===== src/rtl/enc8b10b_serializer_if.sv =====
// Byte input handshake (valid/ready) for enc8b10b_serializer.
// ENC8B10B_KCHAR_EN adds the i_K control-character flag to the bundle.
interface enc8b10b_serializer_if;
    logic [7:0] i_Data;
    logic       i_Valid;
    logic       o_Ready;
`ifdef ENC8B10B_KCHAR_EN
    logic       i_K;
    modport master (output i_Data, i_Valid, i_K, input o_Ready);
    modport slave  (input i_Data, i_Valid, i_K, output o_Ready);
`else
    modport master (output i_Data, i_Valid, input o_Ready);
    modport slave  (input i_Data, i_Valid, output o_Ready);
`endif
endinterface


===== src/rtl/enc8b10b_serializer.sv =====
// 8b/10b encoder + serializer with input byte FIFO and K28.5 idle fill.
// ENC8B10B_KCHAR_EN enables i_K control characters and the o_K_Err flag.
module enc8b10b_serializer #(
    parameter int SER_WIDTH  = 1,
    parameter int FIFO_DEPTH = 4
) (
    input  logic                 i_Clk,
    input  logic                 i_rst,
    enc8b10b_serializer_if.slave io_Bus,
    output logic [SER_WIDTH-1:0] o_Ser_Data,
    output logic [9:0]           o_10B,
    output logic                 o_RD,
    output logic                 o_Sym_Start,
    output logic                 o_Idle
`ifdef ENC8B10B_KCHAR_EN
    ,
    output logic                 o_K_Err
`endif
);

    localparam int BEATS = 10 / SER_WIDTH;
    localparam int AW    = $clog2(FIFO_DEPTH);
    localparam int CW    = AW + 1;
`ifdef ENC8B10B_KCHAR_EN
    localparam int EW    = 9;
`else
    localparam int EW    = 8;
`endif

    // Returns {rd_out, abcdei fghj}; k selects the control table, unknown K codes fall back to K28.5.
    function automatic logic [10:0] encode(input logic [7:0] d, input logic k, input logic rd);
        logic [10:0] res;
        logic [9:0]  kc;
        logic [5:0]  c6;
        logic [3:0]  c4;
        logic [4:0]  x;
        logic        rd6;
        logic        a7;
        x   = d[4:0];
        kc  = 10'b0011111010;
        c6  = 6'b000000;
        c4  = 4'b0000;
        rd6 = rd;
        a7  = 1'b0;
        if (k) begin
            case (d)
                8'h1C: kc = 10'b0011110100;   8'h3C: kc = 10'b0011111001;
                8'h5C: kc = 10'b0011110101;   8'h7C: kc = 10'b0011110011;
                8'h9C: kc = 10'b0011110010;   8'hBC: kc = 10'b0011111010;
                8'hDC: kc = 10'b0011110110;   8'hFC: kc = 10'b0011111000;
                8'hF7: kc = 10'b1110101000;   8'hFB: kc = 10'b1101101000;
                8'hFD: kc = 10'b1011101000;   8'hFE: kc = 10'b0111101000;
                default: kc = 10'b0011111010;
            endcase
            res = {rd ^ ($countones(kc) != 5), rd ? ~kc : kc};
        end else begin
            case (x)
                5'd0:  c6 = 6'b100111;  5'd1:  c6 = 6'b011101;  5'd2:  c6 = 6'b101101;  5'd3:  c6 = 6'b110001;
                5'd4:  c6 = 6'b110101;  5'd5:  c6 = 6'b101001;  5'd6:  c6 = 6'b011001;  5'd7:  c6 = 6'b111000;
                5'd8:  c6 = 6'b111001;  5'd9:  c6 = 6'b100101;  5'd10: c6 = 6'b010101;  5'd11: c6 = 6'b110100;
                5'd12: c6 = 6'b001101;  5'd13: c6 = 6'b101100;  5'd14: c6 = 6'b011100;  5'd15: c6 = 6'b010111;
                5'd16: c6 = 6'b011011;  5'd17: c6 = 6'b100011;  5'd18: c6 = 6'b010011;  5'd19: c6 = 6'b110010;
                5'd20: c6 = 6'b001011;  5'd21: c6 = 6'b101010;  5'd22: c6 = 6'b011010;  5'd23: c6 = 6'b111010;
                5'd24: c6 = 6'b110011;  5'd25: c6 = 6'b100110;  5'd26: c6 = 6'b010110;  5'd27: c6 = 6'b110110;
                5'd28: c6 = 6'b001110;  5'd29: c6 = 6'b101110;  5'd30: c6 = 6'b011110;  default: c6 = 6'b101011;
            endcase
            // D.7 is balanced but still has distinct RD-/RD+ forms, like .3 in the 3b/4b table.
            if (rd && (($countones(c6) != 3) || x == 5'd7)) c6 = ~c6;
            rd6 = rd ^ ($countones(c6) != 3);
            a7  = rd6 ? (x == 5'd11 || x == 5'd13 || x == 5'd14)
                      : (x == 5'd17 || x == 5'd18 || x == 5'd20);
            case (d[7:5])
                3'd0: c4 = 4'b1011;  3'd1: c4 = 4'b1001;  3'd2: c4 = 4'b0101;  3'd3: c4 = 4'b1100;
                3'd4: c4 = 4'b1101;  3'd5: c4 = 4'b1010;  3'd6: c4 = 4'b0110;
                default: c4 = a7 ? 4'b0111 : 4'b1110;
            endcase
            if (rd6 && (($countones(c4) != 2) || d[7:5] == 3'd3)) c4 = ~c4;
            res = {rd6 ^ ($countones(c4) != 2), c6, c4};
        end
        return res;
    endfunction

`ifdef ENC8B10B_KCHAR_EN
    function automatic logic validK(input logic [7:0] d);
        return (d[4:0] == 5'd28) || (d == 8'hF7) || (d == 8'hFB) || (d == 8'hFD) || (d == 8'hFE);
    endfunction
`endif

    logic [EW-1:0] r_Mem [FIFO_DEPTH];
    logic [AW-1:0] r_WrPtr, r_RdPtr;
    logic [CW-1:0] r_Count;
    logic          r_Ready, r_Active, r_RD, r_SymStart, r_Idle;
    logic [3:0]    r_Beat;
    logic [9:0]    r_Shift, r_10B;
    logic          w_Wr, w_Rd, w_Load, w_Empty, w_HeadK;
    logic [CW-1:0] w_CountNext;
    logic [EW-1:0] w_Head, w_In;
    logic [10:0]   w_Enc;
`ifdef ENC8B10B_KCHAR_EN
    logic          r_KErr;
    assign w_In    = {io_Bus.i_K, io_Bus.i_Data};
    assign w_HeadK = w_Head[8];
    assign o_K_Err = r_KErr;
`else
    assign w_In    = io_Bus.i_Data;
    assign w_HeadK = 1'b0;
`endif

    assign w_Wr        = io_Bus.i_Valid & r_Ready;
    assign w_Empty     = (r_Count == '0);
    assign w_Load      = !r_Active || (r_Beat == 4'(BEATS - 1));
    assign w_Rd        = w_Load & !w_Empty;
    assign w_Head      = r_Mem[r_RdPtr];
    assign w_Enc       = w_Empty ? encode(8'hBC, 1'b1, r_RD) : encode(w_Head[7:0], w_HeadK, r_RD);
    assign w_CountNext = r_Count + CW'(w_Wr) - CW'(w_Rd);

    assign io_Bus.o_Ready = r_Ready;
    assign o_Ser_Data     = r_Shift[9 -: SER_WIDTH];
    assign o_10B          = r_10B;
    assign o_RD           = r_RD;
    assign o_Sym_Start    = r_SymStart;
    assign o_Idle         = r_Idle;

    always_ff @(posedge i_Clk) begin
        if (w_Wr) r_Mem[r_WrPtr] <= w_In;
    end

    // r_Active is clear only straight out of reset, forcing a load on the first edge.
    always_ff @(posedge i_Clk or posedge i_rst) begin
        if (i_rst) begin
            r_WrPtr    <= '0;
            r_RdPtr    <= '0;
            r_Count    <= '0;
            r_Ready    <= 1'b0;
            r_Active   <= 1'b0;
            r_Beat     <= '0;
            r_Shift    <= '0;
            r_10B      <= '0;
            r_RD       <= 1'b0;
            r_SymStart <= 1'b0;
            r_Idle     <= 1'b0;
`ifdef ENC8B10B_KCHAR_EN
            r_KErr     <= 1'b0;
`endif
        end else begin
            r_Count    <= w_CountNext;
            r_Ready    <= (w_CountNext != CW'(FIFO_DEPTH));
            r_SymStart <= w_Load;
            if (w_Wr) r_WrPtr <= r_WrPtr + AW'(1);
            if (w_Rd) r_RdPtr <= r_RdPtr + AW'(1);
`ifdef ENC8B10B_KCHAR_EN
            r_KErr     <= w_Rd & w_HeadK & !validK(w_Head[7:0]);
`endif
            if (w_Load) begin
                r_Active <= 1'b1;
                r_Beat   <= '0;
                r_Shift  <= w_Enc[9:0];
                r_10B    <= w_Enc[9:0];
                r_RD     <= w_Enc[10];
                r_Idle   <= w_Empty;
            end else begin
                r_Beat   <= r_Beat + 4'd1;
                r_Shift  <= r_Shift << SER_WIDTH;
            end
        end
    end

endmodule


===== src/flat_wrapper.sv =====
// flat-port wrapper written by rule: the top's interface ports become plain ports
module enc8b10b_serializer_flat 
#(
    parameter int SER_WIDTH  = 1,
    parameter int FIFO_DEPTH = 4
)
  (i_Clk, i_rst, o_Ser_Data, o_10B, o_RD, o_Sym_Start, o_Idle, io_Bus_i_Data, io_Bus_i_Valid, io_Bus_o_Ready);
  enc8b10b_serializer_if io_Bus_i ();
  input  logic i_Clk;
  input  logic i_rst;
  output logic [SER_WIDTH-1:0] o_Ser_Data;
  output logic [9:0] o_10B;
  output logic o_RD;
  output logic o_Sym_Start;
  output logic o_Idle;
  input wire logic [$bits(io_Bus_i.i_Data)-1:0] io_Bus_i_Data;
  input wire logic [$bits(io_Bus_i.i_Valid)-1:0] io_Bus_i_Valid;
  output wire logic [$bits(io_Bus_i.o_Ready)-1:0] io_Bus_o_Ready;
  assign io_Bus_i.i_Data = io_Bus_i_Data;
  assign io_Bus_i.i_Valid = io_Bus_i_Valid;
  assign io_Bus_o_Ready = io_Bus_i.o_Ready;
  enc8b10b_serializer #(.SER_WIDTH(SER_WIDTH), .FIFO_DEPTH(FIFO_DEPTH)) u_core (.i_Clk(i_Clk), .i_rst(i_rst), .io_Bus(io_Bus_i), .o_Ser_Data(o_Ser_Data), .o_10B(o_10B), .o_RD(o_RD), .o_Sym_Start(o_Sym_Start), .o_Idle(o_Idle));
endmodule

===== config.mk =====
export PLATFORM = sky130hd
export DESIGN_NAME = enc8b10b_serializer_flat
export DESIGN_NICKNAME = d
export VERILOG_FILES = /design/src/rtl/enc8b10b_serializer_if.sv /design/src/rtl/enc8b10b_serializer.sv /design/src/flat_wrapper.sv
export SDC_FILE = /design/constraint.sdc
export NUM_CORES = 1
export LEC_CHECK = 0
export CAP_MARGIN = 20
export CELL_PAD_IN_SITES_DETAIL_PLACEMENT = 1
export CELL_PAD_IN_SITES_GLOBAL_PLACEMENT = 1
export CORE_AREA = 2 2 134 136
export CTS_CLUSTER_SIZE = 40
export DETAILED_ROUTE_END_ITERATION = 7
export DIE_AREA = 0 0 136 138
export PLACE_DENSITY = 0.45
export SYNTH_ARGS = -nofsm -noshare
export SYNTH_HDL_FRONTEND = slang
export SYNTH_SLANG_ARGS = --single-unit

===== constraint.sdc =====
create_clock -name i_Clk -period 12.2 [get_ports i_Clk]
set_clock_uncertainty 0.05 [all_clocks]
set_input_delay 2.44 -clock i_Clk [delete_from_list [all_inputs] [get_ports i_Clk]]
set_output_delay 2.44 -clock i_Clk [all_outputs]
set_load 0.005 [all_outputs]

==> results.toml <==
[clock_network]
cts_buffers = 9
hold_buffers = 0
clock_latency_ps = 340
cts_max_path_buffers = 2
root_buffer = "clkbuf_16"
htreeDepth = 3
cts_tree = "built"
post_cts_buffers = 0
path_clk_slew_ps = 60
cts_resized = 0
clock-sinks = 68

[critical_path]
max_stage_delay_ps = 760
cp.required_ps = 12370
critPathSlowestCell = "mux4_1"
rr_endpoint = "u_core.o_RD"
crit_fanout = 12
crit_buf_inv = 1
cp-start-kind = "flip-flop"
crit_type = "flip-flop to flip-flop"
critPathMostFrequentCell = "ha_1"
crit-reg2reg-launch = "u_core.r_RdPtr[0]"
crit_cells = 31
reg2reg_depth = 31
worst-r2r-setup-slack_ps = 2350
end_kind = "flip-flop"
crit_family = "adder cells"
arrival_ps = 10020

[final_layout]
n_fill_cell = 1978
mostFrequentLayoutCell = "dfrtp_1"
drive_gt1_share_pct = 11.3
diodes = 0
nets = 390
synthToLayoutAreaGrowth_pct = 20.2
mostFrequentLayoutCells = "dfrtp_1, edfxtp_1, nor2_1"

[worst_hold_path]
hold-path-cell-count = 1
hp-class = "flip-flop to flip-flop"
holdCritStartpoint = "u_core.r_Shift[0]"
holdPathEnd = "u_core.r_Shift[1]"

[drt]
vias = 2588
drc = 0
viasPerCell = 4.44
wl_per_cell_um = 15.5
ant_nets = 0
drt_iter0_markers = 135
drt_first_pass_iters = 4
wl_um = 9030

[die]
die_area_mm2 = 0.0188
start_util_pct = 22.5
ios = 26
num_rows = 49
coreArea_mm2 = 0.0175
dieWidth_um = 136
die_h_um = 138

[place]
port_buffers = 25
dp_hpwl_um = 6770
gp_congestion = 0.767

[logic_synthesis]
postSynthAreaPerCell_um2 = 12.1
ys_seq_area_share_pct = 47.2
yosysTopAreaCellShare_pct = 24.4
synth-edff-count = 32
yosysTopAreaCell = "edfxtp_1"
syn_nets = 367
yosys-top-cells-area = "edfxtp_1, dfrtp_1, ha_1"
syn-instance-count = 326
yosysUniqueCellTypes = 64
dominantRegCellSynth = "dfrtp_1"
ys_warn_count = 0
ys_ff_latch = 68
async_flop_share_pct = 52.9
syn_area_mm2 = 0.00394

[sta]
post-route-period-util_pct = 80.7
max_freq_mhz = 102
hold_viol = 0
final-setup-viol-count = 0
tightest_slew_ps = 850
layout_min_cycle_time_ps = 9850
rsz0062_at_grt = "no"
max_slew_margin_pct = 42.7
fin_setup_tns_ps = 0
report.final.slew_viol_count = 0

[grt]
grt_usage_pct = 10.7
grtUsageMet3_pct = 2.79
gr-usage-met2_pct = 17.9
grt_max_degree = 37
grt_pass1_wl_um = 15600
use_met1_pct = 13.2
grt.busiest_layer = "met2"
antenna_found_initial = 0
grt_remaining_overflow = 0
grt_pass1_vias = 2906

[run_status]
status = "finished clean"

[job]
max_cap_viol_count = 0
-- cells in the mapped netlist, types with 4 or more instances --
library cell	number
dfrtp_1	36
edfxtp_1	32
nor2_1	28
ha_1	24
nand2_1	18
inv_1	16
xnor2_1	11
mux2i_1	10
a21oi_1	9
o21ai_0	9
xor2_1	9
nor3_1	8
a211o_1	6
fa_1	6
nand3_1	6
and3_1	5
clkbuf_1	5
mux4_2	5
o21a_1	5
o21ai_1	5
or3_1	5
a211oi_1	4
buf_2	4
buf_6	4
mux4_1	4
-- how the worst max path moves through the flow --
stage / startpoint / to
2_1_floorplan: u_core.r_RdPtr[0] / u_core.o_RD
3_3_place_gp: u_core.r_RdPtr[0] / u_core.o_RD
4_1_cts: u_core.r_RdPtr[0] / u_core.o_RD
5_1_grt: u_core.r_RdPtr[0] / u_core.o_RD
3_5_place_dp: u_core.r_RdPtr[0] / u_core.o_RD
6_report: u_core.r_RdPtr[0] / u_core.o_RD
-- area by class of cell --
| cell class | count | area, um2 | share of cell area, % |
|---|---|---|---|
| clock buffer | 9 | 225 | 4.76 |
| clock inverter | 7 | 124 | 2.62 |
| inverter | 19 | 71.3 | 1.51 |
| multi-input combinational | 225 | 1910 | 40.3 |
| sequential | 68 | 1860 | 39.3 |
| tap | 229 | 287 | 6.05 |
| timing repair buffer | 26 | 258 | 5.44 |
-- logic make-up (layout without fill, tap and decap cells) --
logic type | after synthesis | after routing | synth area share [%]
mux | 21 | 21 | 8.64
other cells | 1 | 1 | 0.0951
buf+inv | 33 | 61 | 4.32
flops | 68 | 68 | 47.2
xor+xnor | 20 | 20 | 4.44
fa+ha+maj | 30 | 30 | 10.7
compound gates | 61 | 61 | 11.9
simple gates | 92 | 92 | 12.7
-- layer usage --
| metal | vias up | part of all wire (%) |
|---|---|---|
| met4 | 0 | 1.6 |
| met5 | - | 0 |
| li1 | 1238 | - |
| met3 | 10 | 1.9 |
| met1 | 1320 | 45 |
| met2 | 20 | 51 |
-- flip-flops by register name, indices dropped and copies added, names as in the netlist --
signal / flops
u_core.r_WrPtr: 2
u_core.r_RdPtr: 2
u_core.o_RD: 1
u_core.o_10B: 10
u_core.r_Shift: 10
u_core.o_Idle: 1
u_core.o_Sym_Start: 1
u_core.r_Active: 1
u_core.r_Mem: 32
u_core.r_Beat: 4
u_core.io_Bus.o_Ready: 1
u_core.r_Count: 3
-- per-stage QoR --
step                      std cells  hold WS, ps  utilization (%)  worst slack [ps]  cell area [um2]
after floorplan                 326          385                -              3730             3940
after global placement          567          387             25.0              2490             4390
after detailed placement        567          407             25.0              2260             4390
after CTS                       583          420             27.0              2230             4740
after global routing            583          434             27.0              1490             4740
final                           583          416             27.0              2350             4740
Power is not shown: default switching activity piles up to over one toggle a cycle in this logic, so the estimate is an artifact.
